==> src/rtl/player_pkg.sv <==
// Shared definitions for the playback timer controller: state encoding,
// datapath widths and small helpers.
package player_pkg;

    localparam int TIME_W        = 10;
    localparam int ADDER_W       = 9;
    localparam int MAX_TRACK_SEC = 599;

    typedef enum logic [2:0] {
        ST_IDLE  = 3'd0,
        ST_PLAY  = 3'd1,
        ST_PAUSE = 3'd2,
        ST_FF    = 3'd3,
        ST_RW    = 3'd4,
        ST_DONE  = 3'd5
    } state_t;

    // States in which the Timer is being stepped and the tick counter runs.
    function automatic logic is_running(state_t s);
        return (s == ST_PLAY) || (s == ST_FF) || (s == ST_RW);
    endfunction

endpackage

==> src/rtl/bcd_time_to_sec.sv <==
// Converts the Timer's BCD digits (m:ss, single minute digit) into a plain
// binary seconds count. Purely combinational.
module bcd_time_to_sec
    import player_pkg::*;
(
    input  logic [3:0]        minutes0,
    input  logic [3:0]        seconds1,
    input  logic [3:0]        seconds0,
    output logic [TIME_W-1:0] seconds
);

    // Largest legal input 9:59 = 599 fits comfortably in TIME_W bits.
    assign seconds = TIME_W'(minutes0) * TIME_W'(60)
                   + TIME_W'(seconds1) * TIME_W'(10)
                   + TIME_W'(seconds0);

endmodule

==> src/rtl/playback_timer_ctrl.sv <==
// Sequencing controller for the elapsed-time Timer: turns button pulses into
// count/adder/clear commands, clamps at 0:00 and at the track length, and
// flags end of track. The Timer's BCD outputs are fed back as elapsed time.
module playback_timer_ctrl
    import player_pkg::*;
#(
    parameter int TICK_DIV = 4,
    parameter int FF_STEP  = 8
) (
    input  logic               clk,
    input  logic               reset,
    input  logic               btn_play,
    input  logic               btn_ff,
    input  logic               btn_rw,
    input  logic               btn_stop,
    input  logic [TIME_W-1:0]  track_len,
    input  logic [3:0]         seconds0,
    input  logic [3:0]         seconds1,
    input  logic [3:0]         minutes0,
    output logic               timer_count,
    output logic [ADDER_W-1:0] timer_adder,
    output logic               timer_clr,
    output logic               done,
    output logic [2:0]         state
);

    localparam int TICK_W = (TICK_DIV > 2) ? $clog2(TICK_DIV) : 1;
    localparam logic [TICK_W-1:0]  TICK_LAST = TICK_W'(TICK_DIV - 1);
    localparam logic [TIME_W-1:0]  FF_STEP_T = TIME_W'(FF_STEP);
    localparam logic [ADDER_W-1:0] ADD_ONE   = ADDER_W'(1);
    localparam logic [ADDER_W-1:0] ADD_FF    = ADDER_W'(FF_STEP);

    state_t              cur_state, nxt_state;
    logic [TICK_W-1:0]   tick, tick_nxt;
    logic                count_nxt, clr_nxt, done_nxt;
    logic [ADDER_W-1:0]  adder_nxt;
    logic [TIME_W-1:0]   elapsed, remaining;
    logic                step_due;

    bcd_time_to_sec u_elapsed (
        .minutes0 (minutes0),
        .seconds1 (seconds1),
        .seconds0 (seconds0),
        .seconds  (elapsed)
    );

    assign remaining = (track_len > elapsed) ? (track_len - elapsed) : '0;
    assign step_due  = is_running(cur_state) && (tick == TICK_LAST);
    assign state     = cur_state;

    // Next state and next registered outputs: buttons by priority, else a step.
    always_comb begin
        // NOTE: every output of this block gets a default first, so no path can leave one unassigned and infer a latch.
        nxt_state = cur_state;
        count_nxt = 1'b0;
        adder_nxt = timer_adder;
        clr_nxt   = 1'b0;
        done_nxt  = 1'b0;

        if (btn_stop) begin
            nxt_state = ST_IDLE;
            clr_nxt   = 1'b1;
        end else if (btn_play) begin
            case (cur_state)
                ST_IDLE, ST_PAUSE: nxt_state = ST_PLAY;
                ST_DONE: begin
                    nxt_state = ST_PLAY;
                    clr_nxt   = 1'b1;
                end
                default: nxt_state = ST_PAUSE;
            endcase
        end else if (btn_ff && (cur_state inside {ST_PLAY, ST_PAUSE, ST_FF, ST_RW})) begin
            nxt_state = (cur_state == ST_FF) ? ST_PLAY : ST_FF;
        end else if (btn_rw && (cur_state inside {ST_PLAY, ST_PAUSE, ST_FF, ST_RW})) begin
            nxt_state = (cur_state == ST_RW) ? ST_PLAY : ST_RW;
        end else if (step_due) begin
            case (cur_state)
                ST_PLAY: begin
                    if (remaining != '0) begin
                        count_nxt = 1'b1;
                        adder_nxt = ADD_ONE;
                    end
                    if (remaining <= TIME_W'(1)) begin
                        nxt_state = ST_DONE;
                        done_nxt  = 1'b1;
                    end
                end
                ST_FF: begin
                    if (remaining > FF_STEP_T) begin
                        count_nxt = 1'b1;
                        adder_nxt = ADD_FF;
                    end else begin
                        // Final partial step lands exactly on the track length.
                        count_nxt = (remaining != '0);
                        if (remaining != '0) adder_nxt = ADDER_W'(remaining);
                        nxt_state = ST_DONE;
                        done_nxt  = 1'b1;
                    end
                end
                ST_RW: begin
                    if (elapsed > FF_STEP_T) begin
                        count_nxt = 1'b1;
                        adder_nxt = ADDER_W'(0) - ADD_FF;
                    end else begin
                        // Final partial step lands exactly on 0:00.
                        count_nxt = (elapsed != '0);
                        if (elapsed != '0) adder_nxt = ADDER_W'(0) - ADDER_W'(elapsed);
                        nxt_state = ST_PAUSE;
                    end
                end
                default: ;
            endcase
        end
    end

    // Tick divider: runs only while stepping, restarts on every state change.
    always_comb begin
        tick_nxt = '0;
        if (is_running(cur_state) && (nxt_state == cur_state) && (tick != TICK_LAST))
            tick_nxt = tick + TICK_W'(1);
    end

    // State and output registers; reset holds the Timer cleared.
    always_ff @(posedge clk or negedge reset) begin
        if (!reset) begin
            cur_state   <= ST_IDLE;
            tick        <= '0;
            timer_count <= 1'b0;
            timer_adder <= ADD_ONE;
            timer_clr   <= 1'b1;
            done        <= 1'b0;
        end else begin
            // NOTE: non-blocking assignments so every register samples pre-edge values regardless of statement order.
            cur_state   <= nxt_state;
            tick        <= tick_nxt;
            timer_count <= count_nxt;
            timer_adder <= adder_nxt;
            timer_clr   <= clr_nxt;
            done        <= done_nxt;
        end
    end

endmodule

==> config.mk <==
export PLATFORM = sky130hd
export DESIGN_NAME = playback_timer_ctrl
export DESIGN_NICKNAME = d
export VERILOG_FILES = /design/src/rtl/player_pkg.sv /design/src/rtl/bcd_time_to_sec.sv /design/src/rtl/playback_timer_ctrl.sv
export SDC_FILE = /design/constraint.sdc
export NUM_CORES = 1
export LEC_CHECK = 0
export BUFFER_PORTS_ARGS = -buffer_cell sky130_fd_sc_hd__buf_2
export CAP_MARGIN = 20
export CORE_UTILIZATION = 60
export DETAILED_ROUTE_END_ITERATION = 12
export MAX_ROUTING_LAYER = met4
export PLACE_DENSITY = 0.84
export REMOVE_ABC_BUFFERS = 1
export SLEW_MARGIN = 20
export SYNTH_ARGS = -nofsm -noshare
export SYNTH_HDL_FRONTEND = slang
export SYNTH_HIERARCHICAL = 1
export SYNTH_SLANG_ARGS = --single-unit
export TNS_END_PERCENT = 50
==> constraint.sdc <==
create_clock -name clk -period 3.9 [get_ports clk]
set_input_delay 0.39 -clock clk [delete_from_list [all_inputs] [get_ports clk]]
set_output_delay 0.39 -clock clk [all_outputs]
set_load 0.05 [all_outputs]
## Word-level counts from Yosys, hierarchy flattened

Cells that the tools add are included.
W data, S select, Z words.

| word-level totals | value |
|---|---|
| bits in registers | 17 |
| input port bits | 28 |
| output and inout port bits | 15 |
| word-level logic and storage cells | 86 |

| operators by class | value |
|---|---|
| add/sub/neg operators | 5 |
| multiply operators | 2 |
| magnitude comparators | 4 |
| eq/ne operators | 11 |
| mux-type cells | 40 |
| bitwise operators | 4 |
| reduce and logical (&&, ||, !) cells | 14 |

Operators with widths:

| operator | count |
|---|---|
| $mux W9 | 5 |
| $mux W3 | 9 |
| $pmux W9 S3 | 1 |
| $gt A10 B4 Y1 const B | 2 |
| $reduce_bool A10 Y1 | 2 |
| $mux W1 | 18 |
| $add A10 B4 Y10 | 1 |
| $add A10 B8 Y10 | 1 |
| $gt A10 B10 Y1 | 1 |
| $le A10 B1 Y1 const B | 1 |
| $mux W10 | 1 |
| $sub A10 B10 Y10 | 1 |
| $pmux W3 S3 | 1 |
| $reduce_and A9 Y1 | 1 |
| $sub A1 B9 Y9 const A | 1 |
| $mul A4 B4 Y8 const B | 1 |
| $mul A4 B3 Y7 const B | 1 |
| $eq A3 B2 Y1 const B | 2 |
| $eq A3 B3 Y1 const B | 2 |
| $mux W2 | 3 |
| $ne A3 B1 Y1 const B | 2 |
| $logic_and A1 B1 Y1 | 5 |
| $not A1 Y1 | 4 |
| $reduce_bool A4 Y1 | 1 |
| 12 further kinds | 13 |

## Depth between registers and ports, before layout

Gate-level depths: netlist (run 1).

| logic depth | value |
|---|---|
| word-level depth | 17 |
| mapped depth | 25 |
| gate-level depth less buffers | 23 |

## Hierarchy

Netlist (run 1), hierarchy kept.

Modules (own cells, without submodules):

| module | times used | cells an instance | area an instance (µm²) |
|---|---|---|---|
| playback_timer_ctrl | 1 | 213 | 1661.6 |
| bcd_time_to_sec | 1 | 107 | 924.6 |

## Least setup slack after synthesis (run 1)

Ideal clock, no wire load.

| timing | value |
|---|---|
| kind | input to register |
| start point | in minutes0[0] |
| end point | reg tick[1] |
| data arrival time | 5.143 ns |
| data required time | 3.805 ns |
| slack | -1.338 ns |
| stages on the path | 21 |
| path buffers | 1 |
| cell sequence | fa_1 fa_1 inv_1 fa_1 inv_1 ha_1 ha_1 o21a_1 o21a_1 o311ai_1 inv_1 ha_1 clkbuf_1 o21ai_0 o21ai_0 or4_1 and4_1 nand2_2 o31a_1 xor2_1 nor4b_2 |

| on the way | value |
|---|---|
| longest elaborated chain between the ends | 17 |

RTL lines:

| item | RTL line | RTL |
|---|---|---|
| start: declaration | playback_timer_ctrl.sv:19 | `input logic [3:0] minutes0,` |
| $mul A4 B4 Y8 * | bcd_time_to_sec.sv:13 | `assign seconds = TIME_W'(minutes0) * TIME_W'(60)` |
| $add A10 B8 Y10 * | bcd_time_to_sec.sv:14 | `+ TIME_W'(seconds1) * TIME_W'(10)` |
| $add A10 B4 Y10 * | bcd_time_to_sec.sv:15 | `+ TIME_W'(seconds0);` |
| named net elapsed[8] | playback_timer_ctrl.sv:37 | `logic [TIME_W-1:0] elapsed, remaining;` |
| $sub A10 B10 Y10 or $gt A10 B10 Y1 (tied branches) | playback_timer_ctrl.sv:47 | `assign remaining = (track_len > elapsed) ? (track_len - elapsed) : '0;` |
| $mux W10 | playback_timer_ctrl.sv:47 |  |
| $gt A10 B4 Y1 or $le A10 B1 Y1 (tied branches) | playback_timer_ctrl.sv:89, playback_timer_ctrl.sv:83 |  |
| $mux W3, on equally long branches | playback_timer_ctrl.sv:89, playback_timer_ctrl.sv:83 |  |
| (+3 left out) | - |  |
| $mux W3 * | playback_timer_ctrl.sv:72 | `end else if (btn_ff && (cur_state inside {ST_PLAY, ST_PAUSE, ST_FF, ST_RW})) begin` |
| $mux W3 * | playback_timer_ctrl.sv:63 | `end else if (btn_play) begin` |
| $mux W3 * | playback_timer_ctrl.sv:60 | `if (btn_stop) begin` |
| named net nxt_state[1] | playback_timer_ctrl.sv:33 | `state_t cur_state, nxt_state;` |
| $eq A3 B3 Y1 * | playback_timer_ctrl.sv:119 | `if (is_running(cur_state) && (nxt_state == cur_state) && (tick != TICK_LAST))` |
| $logic_and A1 B1 Y1 * (2 in a row) | playback_timer_ctrl.sv:119 |  |
| $mux W2 * | playback_timer_ctrl.sv:119 |  |
| named net tick_nxt[1] | playback_timer_ctrl.sv:34 | `logic [TICK_W-1:0] tick, tick_nxt;` |
| end signal: assignment | playback_timer_ctrl.sv:135 | `tick <= tick_nxt;` |
| end: declaration | playback_timer_ctrl.sv:34 |  |

The timed path passes the listed nets; every way through them passes the cells marked *.
A chain may end at the register's enable or synchronous reset.

## Final worst setup path (run 1)

| timing | value |
|---|---|
| start point | in minutes0[1] |
| end point | reg tick[1] |

Same word-level chain as after synthesis.

==> results of run 1 <==
==> power breakdown <==
part | leakage [nW] | internal (mW) | switching, mW
Clock | 0.0255 | 0.0706 | 0.0538
Sequential | 0.229 | 0.180 | 0.00874
Combinational | 1.66 | 1.32 | 1.57
Total | 1.91 | 1.57 | 1.63
==> worst register-to-register path: stages, from the launching register on <==
cell and delay, ps:
dfrtp_1 560, nor2_1 390, and2_1 330, and3_1 240
o21ai_0 110, o21ai_1 160, o31a_1 220, xor2_2 110
nor4b_2 280
==> per-layer routing <==
layer	up-vias	wire, µm	global-route usage [%]
met4	0	1434	25.27
met3	163	1561	6.926
li1	1363	-	-
met1	1606	3894	41.18
met2	436	5391	74.13
met5	-	0	-
==> cell usage after synthesis, drive strengths merged (3+ instances only) <==
library cell,count,area [µm²]
a211oi,6,45.04
a21o,9,67.56
a21oi,20,100.1
a31oi,3,18.77
and2,3,18.77
and3,6,37.54
clkbuf,6,22.52
dfrtp,15,375.4
fa,10,200.2
ha,39,488.0
inv,43,161.4
nand2,22,85.09
nand2b,7,43.79
nand3,6,30.03
nor2,19,71.32
nor2b,10,62.56
nor3,8,40.04
nor4,3,18.77
o211ai,3,27.52
o21a,4,30.03
o21ai,20,100.1
o311ai,5,51.31
or3,3,18.77
xnor2,10,87.58
xor2,4,35.03
==> cell families after synthesis <==
group / Yosys count / synth area share [%]
simple gates: 97 / 19.88
xor+xnor: 14 / 4.741
fa+ha+maj: 49 / 26.61
flops: 17 / 16.55
compound gates: 92 / 24.63
buf+inv: 51 / 7.595
==> timing repair <==
item,CTS,global route
resized for setup,60,26
endpoints found under the setup margin,15,15
gates cloned,1,0
pin swaps,34,25
buffers inserted,5,5
hold endpoints to repair,0,0
==> state kept, by name, indices dropped and copies added, names as in the netlist <==
signal	flops
timer_adder	9
timer_count	1
tick	2
state	3
timer_clr	1
done	1
==> final cells by class <==
cell class	instances	area (µm²)	share of cell area, %
multi-input cells	252	2372	61.74
clock buffers	3	41.29	1.075
well taps	50	62.56	1.628
clock inverters	1	5.005	0.1303
repair buffers	110	772.0	20.09
inverters	43	161.4	4.201
flip-flops and latches	17	427.9	11.14
==> through the flow <==
| stage | util [%] | power (mW) | setup TNS, ps | cell area [µm²] |
|---|---|---|---|---|
| final | 94.70 | 3.200 | -26710 | 3842 |
| after floorplan | - | 1.238 | -17130 | 2551 |
| after global placement | 80.14 | 1.835 | -20540 | 3252 |
| after detailed placement | 80.14 | 1.895 | -23390 | 3252 |
| after CTS | 90.10 | 2.505 | -16990 | 3656 |
| after global routing | 94.70 | 3.319 | -27140 | 3842 |
==> cells in the final DEF (no fill, tap or decap), types with 3 or more instances in the layout <==
cell	Yosys	routed
and3_1	6	5
xnor2_2	0	5
or3_1	3	3
a211oi_1	6	3
a21oi_1	20	18
inv_2	0	4
inv_1	43	39
o21a_1	4	4
nand3_2	0	3
buf_2	1	40
a21o_1	9	8
xnor2_1	10	5
buf_6	0	9
nor2_1	19	17
o311ai_2	1	3
fa_1	10	8
nor3_1	8	6
dfrtp_1	15	15
ha_1	39	29
xor2_1	4	3
nand2_2	1	4
o21ai_1	5	8
and2_1	3	3
nand2_1	21	17
nor2b_1	10	8
o21ai_2	0	3
nand2b_1	7	7
buf_4	1	60
nand3_1	6	3
ha_4	0	9
o21ai_0	15	9
clkbuf_8	0	3
==> final timing paths <==
check | slack [ps] | to | depth (start not counted)
max | -1970 | tick[1]$_DFF_PN0_ | 23
min | 50 | timer_adder[6]$_DFFE_PN0P_ | 1
max reg2reg | 1400 | tick[1]$_DFF_PN0_ | 8
min reg2reg | 470 | tick[0]$_DFF_PN0_ | 1
max in group asynchronous | 3550 | timer_adder[0]$_DFFE_PN1P_ | 1
min in group clk | 380 | state[0]$_DFF_PN0_ | 2
==> impl_results.html, run 1 <==
<table>
<tr><th>Metric</th><th>Value</th></tr>
<tr><th colspan="2">Placement</th></tr>
<tr><td>Post-placement cell count</td><td>461</td></tr>
<tr><td>Detail Placement HPWL</td><td>5.379 mm</td></tr>
<tr><td>Routability cong.</td><td>0.9228</td></tr>
<tr><td>DP Worst Slack</td><td>-1718 ps</td></tr>
<tr><td>Number of buffers inserted by port buffering</td><td>42</td></tr>
<tr><th colspan="2">Setup path</th></tr>
<tr><td>Largest delay share family, worst path</td><td>adder cells</td></tr>
<tr><td>Arr. time, crit path</td><td>roughly 6000 ps</td></tr>
<tr><td>Cells along the critical path</td><td>buf_6 &gt; fa_1 &gt; fa_2 &gt; inv_1 &gt; fa_2 &gt; inv_1 &gt; ha_4 &gt; ha_4 &gt; nand3_2 &gt; o211ai_1 &gt; buf_4 &gt; nor2_1 &gt; xnor2_1 &gt; inv_1 &gt; ha_4 &gt; a21o_4 &gt; a211oi_1 &gt; a211oi_2 &gt; nor3b_2 &gt; o21ai_1 &gt; o31a_1 &gt; xor2_2 &gt; nor4b_2</td></tr>
<tr><td>Type of the setup path with the least slack</td><td>input pin to register</td></tr>
<tr><td>Slowest CP cell</td><td>fa_2</td></tr>
<tr><td>Peak fanout along the critical path</td><td>4</td></tr>
<tr><td>WP data required</td><td>4040 ps</td></tr>
<tr><td>Critical path buffers and inverters</td><td>5</td></tr>
<tr><td>Nature of the critical path startpoint</td><td>input pin</td></tr>
<tr><td>Critical register-to-register path startpoint</td><td>state[1]$_DFF_PN0_</td></tr>
<tr><td>Timing startpoint of the critical path</td><td>minutes0[1]</td></tr>
<tr><td>Peak per-stage delay on the critical path</td><td>630 ps</td></tr>
<tr><td>Element type at the critical path end</td><td>register</td></tr>
<tr><th colspan="2">Timing</th></tr>
<tr><td>Final worst setup slack</td><td>-1965 ps</td></tr>
<tr><td>Total count of max-transition violations in the final report</td><td>0</td></tr>
<tr><td>Minimum hold slack</td><td>50.96 ps</td></tr>
<tr><td>RSZ-0062 raised after global routing</td><td>true</td></tr>
<tr><td>Worst-case clock skew</td><td>2.984 ps</td></tr>
<tr><td>Finish-stage setup viols</td><td>15</td></tr>
<tr><td>Slew at the pin closest to its max-slew limit</td><td>around 670 ps</td></tr>
<tr><td>Normalized max-slew margin</td><td>55.17%</td></tr>
<tr><td>Fmax</td><td>170.5 MHz</td></tr>
<tr><td>Final period utilization</td><td>150.4%</td></tr>
<tr><td>Final min period</td><td>5865 ps</td></tr>
<tr><td>Final hold violation count</td><td>0</td></tr>
<tr><th colspan="2">Layout</th></tr>
<tr><td>Synthesis-to-finish area growth</td><td>48.57%</td></tr>
<tr><td>N_diodes</td><td>0</td></tr>
<tr><td>Share of layout cells above drive strength 1</td><td>42.49%</td></tr>
<tr><td>Net count of the finished layout</td><td>504</td></tr>
<tr><td>Number of fillers in the final layout</td><td>118</td></tr>
<tr><td>Final Instance Count excl. Fillers</td><td>476</td></tr>
<tr><th colspan="2">Global routing</th></tr>
<tr><td>Grt ovf</td><td>0</td></tr>
<tr><td>Global-route wire length before repair</td><td>between 10 and 15 mm</td></tr>
<tr><td>Overall Global Routing Usage</td><td>41.31%</td></tr>
<tr><td>Via count of the first global-routing pass</td><td>3102</td></tr>
<tr><td>Initial antenna violation count</td><td>0</td></tr>
<tr><td>Maximum number of pins on one net before global-route repair</td><td>18</td></tr>
<tr><th colspan="2">Pwr</th></tr>
<tr><td>Power density over the cells</td><td>~830 nW/µm²</td></tr>
<tr><td>Lkg Pwr</td><td>1.911 nW</td></tr>
<tr><td>Maximum vdd ir drop</td><td>slightly below 900 µV</td></tr>
<tr><th colspan="2">Synth</th></tr>
<tr><td>Dominant register cell in the synthesized netlist</td><td>dfrtp_1</td></tr>
<tr><td>Share of the yosys chip area belonging to registers</td><td>16.55%</td></tr>
<tr><td>Async set-reset flop share out of synthesis</td><td>100.0%</td></tr>
<tr><td>Post-synthesis area per instance</td><td>just over 8 µm²</td></tr>
<tr><td>Cell area after synthesis</td><td>2586 µm²</td></tr>
<tr><td>Flops &amp; latches, synth</td><td>17</td></tr>
<tr><td>Post-Synthesis Cells</td><td>320</td></tr>
<tr><td>YS warnings</td><td>6</td></tr>
<tr><td>Number of enable flip-flop cells after synthesis</td><td>0</td></tr>
<tr><td>Number of distinct library cell variants in the gate-level netlist after synthesis</td><td>57</td></tr>
<tr><th colspan="2">Clock tree</th></tr>
<tr><td>CTS tree</td><td>built</td></tr>
<tr><td>Root Buffer</td><td>clkbuf_8</td></tr>
<tr><td>Count of hold-fix buffers inserted at cts</td><td>0</td></tr>
<tr><td>Clk buf depth</td><td>2</td></tr>
<tr><td>Clock slew at the register clock pins of the worst setup and hold paths</td><td>60 ps</td></tr>
<tr><td>Latest clock arrival within the worst-skew pair</td><td>between 200 and 250 ps</td></tr>
<tr><td>Clock H-tree levels</td><td>1</td></tr>
<tr><td>Clk sink count</td><td>17</td></tr>
<tr><td>Clock buffer count from CTS</td><td>3</td></tr>
<tr><th colspan="2">Routing</th></tr>
<tr><td>Number of design-rule violations left by the first detailed-router iteration</td><td>645</td></tr>
<tr><td>Drt pass-1 iters</td><td>8</td></tr>
<tr><td>Detailed Route WL</td><td>12.28 mm</td></tr>
<tr><td>Mean number of vias per cell</td><td>7.496</td></tr>
<tr><td>Number of routed nets with antenna violations</td><td>0</td></tr>
<tr><td>Post-detailed-route DRC marker count</td><td>0</td></tr>
<tr><td>Post-DR wirelength/cell</td><td>between 20 and 30 µm</td></tr>
<tr><td>Via Count</td><td>3568</td></tr>
<tr><th colspan="2">Die</th></tr>
<tr><td>Core Rows</td><td>23</td></tr>
<tr><td>Io pins</td><td>43</td></tr>
<tr><td>Vertical extent of the die</td><td>67.66 µm</td></tr>
<tr><td>Die Outline Area</td><td>4577 µm²</td></tr>
<tr><td>Floorplan die width</td><td>67.66 µm</td></tr>
<tr><td>Placeable core area</td><td>4058 µm²</td></tr>
<tr><td>Initial core utilization</td><td>63.74%</td></tr>
<tr><th colspan="2">Flow run</th></tr>
<tr><td># Max-Cap Violations</td><td>0</td></tr>
<tr><th colspan="2">Hold path</th></tr>
<tr><td>Classification of the worst-slack hold path</td><td>input pin to async pin</td></tr>
<tr><th colspan="2">Outcome</th></tr>
<tr><td>Violations in the final reports</td><td>negative setup slack</td></tr>
<tr><td>Status</td><td>finished with violations</td></tr>
</table>
No activity file was read; power rests on OpenSTA's default activity.
==> inputs of run 2 (changes only) <==
--- a/config.mk
+++ b/config.mk
@@ -6,7 +6,6 @@
 export NUM_CORES = 1
 export LEC_CHECK = 0
 export BUFFER_PORTS_ARGS = -buffer_cell sky130_fd_sc_hd__buf_2
-export CAP_MARGIN = 20
 export CORE_UTILIZATION = 60
 export DETAILED_ROUTE_END_ITERATION = 12
 export MAX_ROUTING_LAYER = met4
==> constraint.sdc (replaced) <==
create_clock -name clk -period 3.9 [get_ports clk]
set_input_delay 0.195 -clock clk [delete_from_list [all_inputs] [get_ports clk]]
set_output_delay 0.195 -clock clk [all_outputs]
set_load 0.05 [all_outputs]
==> impl_results.html, run 2 (same netlist as run 1, synthesis figures left out) <==
<table>
<tr><th>Metric</th><th>Value</th></tr>
<tr><th colspan="2">Setup path</th></tr>
<tr><td>Cells on worst reg2reg path</td><td>7</td></tr>
<tr><td>WP data required</td><td>4050 ps</td></tr>
<tr><td>Worst reg2reg setup slack</td><td>1440 ps</td></tr>
<tr><td>Critical path buffers and inverters</td><td>4</td></tr>
<tr><td>Peak per-stage delay on the critical path</td><td>610 ps</td></tr>
<tr><td>Critical register-to-register path startpoint</td><td>state[0]$_DFF_PN0_</td></tr>
<tr><td>Peak fanout along the critical path</td><td>4</td></tr>
<tr><td>Arr. time, crit path</td><td>5390 ps</td></tr>
<tr><td>Count of cell instances traversed by the critical path</td><td>23</td></tr>
<tr><td>Worst flop-to-flop path endpoint</td><td>tick[0]$_DFF_PN0_</td></tr>
<tr><td>Slowest CP cell</td><td>fa_2</td></tr>
<tr><td>Type of the setup path with the least slack</td><td>input pin to register</td></tr>
<tr><td>Nature of the critical path startpoint</td><td>input pin</td></tr>
<tr><td>Timing startpoint of the critical path</td><td>minutes0[2]</td></tr>
<tr><td>Cells along the critical path</td><td>buf_6 &gt; fa_1 &gt; fa_2 &gt; inv_2 &gt; fa_2 &gt; xnor2_2 &gt; ha_1 &gt; ha_4 &gt; nand3_2 &gt; o211ai_1 &gt; nor2_1 &gt; xnor2_1 &gt; inv_1 &gt; ha_4 &gt; a21o_4 &gt; nor3_2 &gt; o21ai_1 &gt; o21ai_1 &gt; a32oi_1 &gt; buf_4 &gt; o31a_1 &gt; xor2_2 &gt; nor4_2</td></tr>
<tr><td>Worst setup endpoint</td><td>tick[0]$_DFF_PN0_</td></tr>
<tr><td>Largest delay share family, worst path</td><td>adder cells</td></tr>
<tr><td>Element type at the critical path end</td><td>register</td></tr>
<tr><th colspan="2">Routing</th></tr>
<tr><td>Detailed Route WL</td><td>9.091 mm</td></tr>
<tr><td>Number of routed nets with antenna violations</td><td>0</td></tr>
<tr><td>Number of design-rule violations left by the first detailed-router iteration</td><td>377</td></tr>
<tr><td>Post-detailed-route DRC marker count</td><td>0</td></tr>
<tr><td>Post-DR wirelength/cell</td><td>19.30 µm</td></tr>
<tr><td>Drt pass-1 iters</td><td>5</td></tr>
<tr><td>Mean number of vias per cell</td><td>6.745</td></tr>
<tr><td>Via Count</td><td>3177</td></tr>
<tr><th colspan="2">Outcome</th></tr>
<tr><td>Violations in the final reports</td><td>negative setup slack</td></tr>
<tr><td>Status</td><td>finished with violations</td></tr>
<tr><th colspan="2">Timing</th></tr>
<tr><td>Final period utilization</td><td>134.3%</td></tr>
<tr><td>Final min period</td><td>5239 ps</td></tr>
<tr><td>Worst-case clock skew</td><td>around 5.0 ps</td></tr>
<tr><td>Final hold violation count</td><td>0</td></tr>
<tr><td>Final total negative setup slack</td><td>-18120 ps</td></tr>
<tr><td>Slew at the pin closest to its max-slew limit</td><td>474.6 ps</td></tr>
<tr><td>Total count of max-transition violations in the final report</td><td>0</td></tr>
<tr><td>Final worst setup slack</td><td>-1339 ps</td></tr>
<tr><td>Normalized max-slew margin</td><td>68.36%</td></tr>
<tr><td>Fmax</td><td>190.9 MHz</td></tr>
<tr><td>Finish-stage setup viols</td><td>15</td></tr>
<tr><td>RSZ-0062 raised after global routing</td><td>true</td></tr>
<tr><th colspan="2">Die</th></tr>
<tr><td>Floorplan die width</td><td>67.66 µm</td></tr>
<tr><td>Io pins</td><td>43</td></tr>
<tr><td>Core Rows</td><td>23</td></tr>
<tr><td>Vertical extent of the die</td><td>67.66 µm</td></tr>
<tr><td>Initial core utilization</td><td>63.74%</td></tr>
<tr><td>Die Outline Area</td><td>4577 µm²</td></tr>
<tr><td>Placeable core area</td><td>4058 µm²</td></tr>
<tr><th colspan="2">Global routing</th></tr>
<tr><td>Global-route wire length before repair</td><td>12.28 mm</td></tr>
<tr><td>Grt ovf</td><td>0</td></tr>
<tr><td>Overall Global Routing Usage</td><td>a little over a third</td></tr>
<tr><td>Initial antenna violation count</td><td>0</td></tr>
<tr><td>Via count of the first global-routing pass</td><td>2840</td></tr>
<tr><td>Maximum number of pins on one net before global-route repair</td><td>18</td></tr>
<tr><th colspan="2">Layout</th></tr>
<tr><td>Most frequent standard cell in the layout excluding fill and tap cells</td><td>buf_4</td></tr>
<tr><td>Share of layout cells above drive strength 1</td><td>38.00%</td></tr>
<tr><td>Synthesis-to-finish area growth</td><td>41.94%</td></tr>
<tr><td>Max FFs per register</td><td>9</td></tr>
<tr><td>Register containing the most flip-flops in the final layout</td><td>timer_adder</td></tr>
<tr><td>Util after Layout</td><td>90.47%</td></tr>
<tr><td>Net count of the finished layout</td><td>499</td></tr>
<tr><td>Commonest cells after routing, fill and taps aside</td><td>buf_4, inv_1, buf_2, ha_1</td></tr>
<tr><td>N_diodes</td><td>0</td></tr>
<tr><th colspan="2">Placement</th></tr>
<tr><td>Number of buffers inserted by port buffering</td><td>42</td></tr>
<tr><td>Detail Placement HPWL</td><td>5.334 mm</td></tr>
<tr><td>Routability cong.</td><td>0.9235</td></tr>
<tr><th colspan="2">Pwr</th></tr>
<tr><td>Maximum vdd ir drop</td><td>around 570 µV</td></tr>
<tr><td>Lkg Pwr</td><td>1.861 nW</td></tr>
<tr><td>Power density over the cells</td><td>between 700 and 800 nW/µm²</td></tr>
<tr><th colspan="2">Clock tree</th></tr>
<tr><td>CTS tree</td><td>built</td></tr>
<tr><td>Clk sink count</td><td>17</td></tr>
<tr><td>Latest clock arrival within the worst-skew pair</td><td>250 ps</td></tr>
<tr><td>Clock H-tree levels</td><td>1</td></tr>
<tr><td>Clock slew at the register clock pins of the worst setup and hold paths</td><td>70 ps</td></tr>
<tr><td>Clock buffer count from CTS</td><td>3</td></tr>
<tr><td>Clk buf depth</td><td>2</td></tr>
<tr><td>Root Buffer</td><td>clkbuf_8</td></tr>
<tr><th colspan="2">Flow run</th></tr>
<tr><td># Max-Cap Violations</td><td>0</td></tr>
<tr><th colspan="2">Hold path</th></tr>
<tr><td>Classification of the worst-slack hold path</td><td>input pin to register</td></tr>
</table>
-- run 2: cell count changes in the layout (fill, tap and decap cells not counted), moves of 2 or more --
cell	before	now
nor2_1	17	19
nand2_1	17	19
o21ai_1	8	10
buf_6	9	4
-- run 2: what timing repair did --
action,CTS,global route
cloned,1,0
resized for setup,32,29
setup endpoints to repair,15,15
pin swaps,22,15
hold endpoints to repair,15,0
setup buffers,3,0
hold buffers,1,0
-- run 2: cell type report --
class,count,area (µm²)
fill,174,386.6
clock inverter,1,5.005
tap,50,62.56
inverter,43,161.4
sequential,17,427.9
multi-input combinational,252,2267
timing repair buffer,105,705.7
clock buffer,3,41.29
-- run 2: metal layers --
layer  vias to the layer above  wire length [µm]  track usage, %
li1                       1353                 -               -
met1                      1459              3155           38.17
met2                       275              4431           65.35
met3                        90               796           4.561
met4                         0               708           19.15
met5                         -                 0               -
-- run 2: how the worst min path moves through the flow --
stage | from | endpoint | slack (ps) | cells past startpoint
4_1_cts | btn_stop | state[0]$_DFF_PN0_ | 160 | 2
3_5_place_dp | reset | timer_adder[2]$_DFFE_PN0P_ | 130 | 1
6_report | btn_stop | state[0]$_DFF_PN0_ | 160 | 2
3_3_place_gp | reset | timer_adder[2]$_DFFE_PN0P_ | 120 | 1
5_1_grt | btn_stop | state[0]$_DFF_PN0_ | 160 | 2
2_1_floorplan | reset | done$_DFF_PN0_ | -100 | 0
-- run 2: per-stage QoR --
| step | hold WS [ps] | instance area, µm² | instances | worst slack (ps) | power (mW) |
|---|---|---|---|---|---|
| final | 156.8 | 3671 | 471 | -1339 | 2.750 |
| after global routing | 158.1 | 3671 | 471 | -1539 | 2.892 |
| after CTS | 155.3 | 3548 | 471 | -1044 | 2.375 |
| after detailed placement | 128.0 | 3267 | 463 | -1516 | 1.955 |
| after global placement | 116.9 | 3267 | 463 | -1320 | 1.899 |
| after floorplan | -100.6 | 2551 | 312 | -1141 | 1.238 |
-- run 2: power by group --
| part | internal (mW) | switching, mW |
|---|---|---|
| Sequential | 0.180 | 0.00901 |
| Clock | 0.0709 | 0.0591 |
| Combinational | 1.16 | 1.27 |
| Total | 1.41 | 1.34 |
==> inputs of run 3 (changes only) <==
--- a/config.mk
+++ b/config.mk
@@ -6,10 +6,11 @@
 export NUM_CORES = 1
 export LEC_CHECK = 0
 export BUFFER_PORTS_ARGS = -buffer_cell sky130_fd_sc_hd__buf_2
-export CORE_UTILIZATION = 60
+export CORE_UTILIZATION = 52
+export CTS_BUF_LIST = sky130_fd_sc_hd__clkbuf_4
 export DETAILED_ROUTE_END_ITERATION = 12
 export MAX_ROUTING_LAYER = met4
-export PLACE_DENSITY = 0.84
+export PLACE_DENSITY = 0.75
 export REMOVE_ABC_BUFFERS = 1
 export SLEW_MARGIN = 20
 export SYNTH_ARGS = -nofsm -noshare
==> impl_results.html, run 3 (same netlist as run 1, synthesis figures left out) <==
<table>
<tr><th>Metric</th><th>Value</th></tr>
<tr><th colspan="2">Timing</th></tr>
<tr><td>Fmax</td><td>193.5 MHz</td></tr>
<tr><td>Final min period</td><td>5167 ps</td></tr>
<tr><td>Slew at the pin closest to its max-slew limit</td><td>591.2 ps</td></tr>
<tr><td>Final total negative setup slack</td><td>-16790 ps</td></tr>
<tr><td>Worst-case clock skew</td><td>around 2.6 ps</td></tr>
<tr><td>Normalized max-slew margin</td><td>roughly three fifths</td></tr>
<tr><td>Total count of max-transition violations in the final report</td><td>0</td></tr>
<tr><td>Final period utilization</td><td>132.5%</td></tr>
<tr><td>Final hold violation count</td><td>0</td></tr>
<tr><td>RSZ-0062 raised after global routing</td><td>true</td></tr>
<tr><td>Final worst setup slack</td><td>-1267 ps</td></tr>
<tr><td>Finish-stage setup viols</td><td>15</td></tr>
<tr><td>Minimum hold slack</td><td>129.0 ps</td></tr>
<tr><th colspan="2">Die</th></tr>
<tr><td>Floorplan die width</td><td>72.53 µm</td></tr>
<tr><td>Vertical extent of the die</td><td>72.53 µm</td></tr>
<tr><td>Placeable core area</td><td>4755 µm²</td></tr>
<tr><td>Die Outline Area</td><td>5260 µm²</td></tr>
<tr><td>Io pins</td><td>43</td></tr>
<tr><td>Core Rows</td><td>25</td></tr>
<tr><td>Initial core utilization</td><td>54.39%</td></tr>
<tr><th colspan="2">Pwr</th></tr>
<tr><td>Power density over the cells</td><td>744.0 nW/µm²</td></tr>
<tr><td>Switching Share</td><td>47.46%</td></tr>
<tr><td>Maximum vdd ir drop</td><td>between 700 and 800 µV</td></tr>
<tr><td>Register share of total power</td><td>roughly 6.7%</td></tr>
<tr><td>Combinational share of power</td><td>90.1%</td></tr>
<tr><td>Clock network fraction of design power</td><td>3.2%</td></tr>
<tr><td>Internal cell power</td><td>roughly 1.5 mW</td></tr>
<tr><td>Switching component of the power</td><td>1.325 mW</td></tr>
<tr><td>Lkg Pwr</td><td>1.860 nW</td></tr>
<tr><th colspan="2">Layout</th></tr>
<tr><td>Commonest cells after routing, fill and taps aside</td><td>buf_4, inv_1, buf_2, ha_1, nand2_1</td></tr>
<tr><td>Share of layout cells above drive strength 1</td><td>39.06%</td></tr>
<tr><td>Synthesis-to-finish area growth</td><td>45.14%</td></tr>
<tr><td>Net count of the finished layout</td><td>503</td></tr>
<tr><td>Register containing the most flip-flops in the final layout</td><td>timer_adder</td></tr>
<tr><td>Fin area</td><td>approximately 3800 µm²</td></tr>
<tr><td>Max FFs per register</td><td>9</td></tr>
<tr><td>N_diodes</td><td>0</td></tr>
<tr><td>Most frequent standard cell in the layout excluding fill and tap cells</td><td>buf_4</td></tr>
<tr><td>Number of fillers in the final layout</td><td>327</td></tr>
<tr><th colspan="2">Placement</th></tr>
<tr><td>Post-place instance area</td><td>3296 µm²</td></tr>
<tr><td>DP Worst Slack</td><td>-1517 ps</td></tr>
<tr><td>Number of buffers inserted by port buffering</td><td>42</td></tr>
<tr><td>Routability cong.</td><td>0.9462</td></tr>
<tr><td>Detail Placement HPWL</td><td>5.373 mm</td></tr>
<tr><th colspan="2">Clock tree</th></tr>
<tr><td>Clk buf depth</td><td>2</td></tr>
<tr><td>Clock buffer count from CTS</td><td>3</td></tr>
<tr><td>Clk sink count</td><td>17</td></tr>
<tr><td>Clock slew at the register clock pins of the worst setup and hold paths</td><td>around 90 ps</td></tr>
<tr><td>Clock H-tree levels</td><td>1</td></tr>
<tr><td>Root Buffer</td><td>clkbuf_4</td></tr>
<tr><td>CTS tree</td><td>built</td></tr>
<tr><td>Latest clock arrival within the worst-skew pair</td><td>280 ps</td></tr>
<tr><th colspan="2">Global routing</th></tr>
<tr><td>Via count of the first global-routing pass</td><td>2644</td></tr>
<tr><td>Grt ovf</td><td>0</td></tr>
<tr><td>Global-route wire length before repair</td><td>11.27 mm</td></tr>
<tr><td>Overall Global Routing Usage</td><td>27.51%</td></tr>
<tr><td>Initial antenna violation count</td><td>0</td></tr>
<tr><td>Maximum number of pins on one net before global-route repair</td><td>18</td></tr>
<tr><th colspan="2">Setup path</th></tr>
<tr><td>Type of the setup path with the least slack</td><td>input pin to register</td></tr>
<tr><td>WP data required</td><td>4090 ps</td></tr>
<tr><td>Peak fanout along the critical path</td><td>8</td></tr>
<tr><td>Element type at the critical path end</td><td>register</td></tr>
<tr><td>Nature of the critical path startpoint</td><td>input pin</td></tr>
<tr><td>Cells on worst reg2reg path</td><td>7</td></tr>
<tr><td>Arr. time, crit path</td><td>5350 ps</td></tr>
<tr><th colspan="2">Routing</th></tr>
<tr><td>Detailed Route WL</td><td>8.085 mm</td></tr>
<tr><td>Mean number of vias per cell</td><td>about 5.9</td></tr>
<tr><td>Via Count</td><td>2899</td></tr>
<tr><td>Post-DR wirelength/cell</td><td>~16 µm</td></tr>
<tr><td>Post-detailed-route DRC marker count</td><td>0</td></tr>
<tr><td>Number of routed nets with antenna violations</td><td>0</td></tr>
<tr><td>Drt pass-1 iters</td><td>5</td></tr>
<tr><td>Number of design-rule violations left by the first detailed-router iteration</td><td>between 100 and 150</td></tr>
<tr><th colspan="2">Flow run</th></tr>
<tr><td># Max-Cap Violations</td><td>0</td></tr>
<tr><th colspan="2">Hold path</th></tr>
<tr><td>Classification of the worst-slack hold path</td><td>input pin to register</td></tr>
<tr><td>Count of cells along the worst hold path</td><td>2</td></tr>
<tr><th colspan="2">Outcome</th></tr>
<tr><td>Violations in the final reports</td><td>negative setup slack</td></tr>
<tr><td>Status</td><td>finished with violations</td></tr>
</table>
==> run 3: changes by cell type in the layout (fill, tap and decap cells not counted), sizes merged <==
cell | before | now
buf | 104 | 108
==> run 3: repair_timing <==
action | in CTS | in global routing
endpoints found under the setup margin | 15 | 15
setup buffers | 1 | 5
pin swaps | 30 | 29
endpoints found under the hold margin | 15 | 0
gates cloned | 1 | 0
hold buffers | 1 | 0
resized for setup | 51 | 17
==> run 3: path summary, 6_finish.rpt <==
check,slack (ps),from,to
min in group asynchronous,350,reset,timer_adder[3]$_DFFE_PN0P_
setup reg to reg,1530,state[0]$_DFF_PN0_,tick[0]$_DFF_PN0_
max in group asynchronous,3250,reset,timer_clr$_DFF_PN1_
setup / recovery,-1270,minutes0[1],tick[0]$_DFF_PN0_
hold reg to reg,470,tick[0]$_DFF_PN0_,tick[0]$_DFF_PN0_
hold / removal,130,btn_stop,state[0]$_DFF_PN0_
==> run 3: cell type report <==
| cell class | instances | area [µm²] | area share (%) |
|---|---|---|---|
| multi-input cells | 252 | 2302 | 61.33 |
| repair buffers | 109 | 750.7 | 20.00 |
| flip-flops and latches | 17 | 427.9 | 11.40 |
| inverters | 43 | 161.4 | 4.300 |
| well taps | 67 | 83.83 | 2.233 |
| clock buffers | 3 | 22.52 | 0.6000 |
| clock inverters | 1 | 5.005 | 0.1333 |
==> run 3: critical path, stage by stage <==
cell and delay (ps):
buf_6 100, fa_2 610, fa_1 510, buf_6 170, ha_4 200, a21o_1 190
a21oi_2 180, xnor2_2 150, ha_2 330, ha_4 310, nor3_2 40, a311oi_2 270
o311ai_2 160, inv_1 130, ha_4 230, buf_8 150, a2111oi_4 370, a211oi_2 110
nor3b_1 240, o21ai_1 110, o31a_1 150, xor2_2 180, nor4_2 280
==> run 3: metal layers <==
layer	GRT usage, %	vias up	share of wire (%)	wire length (µm)
li1	-	1360	-	-
met2	49.43	119	52	4229
met1	31.45	1372	38	3105
met4	11.33	0	5.5	443
met3	2.083	48	3.8	307
met5	-	-	0	0
==> run 3: metrics by stage <==
| step | cells | utilization, % | total power [mW] |
|---|---|---|---|
| floorplan | 312 | - | 1.238 |
| global placement | 481 | 69.32 | 1.920 |
| detailed placement | 481 | 69.32 | 1.968 |
| CTS | 487 | 76.16 | 2.483 |
| global route | 492 | 78.95 | 2.971 |
| finish | 492 | 78.95 | 2.793 |
==> run 3: power groups by stage <==
| stage | registers [mW] | clock network (mW) | logic (mW) |
|---|---|---|---|
| 5_1_grt | 0.188 | 0.0946 | 2.69 |
| 6_report | 0.187 | 0.0888 | 2.52 |
| 3_5_place_dp | 0.190 | 0 | 1.78 |
| 4_1_cts | 0.187 | 0.0908 | 2.21 |
| 3_3_place_gp | 0.190 | 0 | 1.73 |
| 2_1_floorplan | 0.198 | 0 | 1.04 |
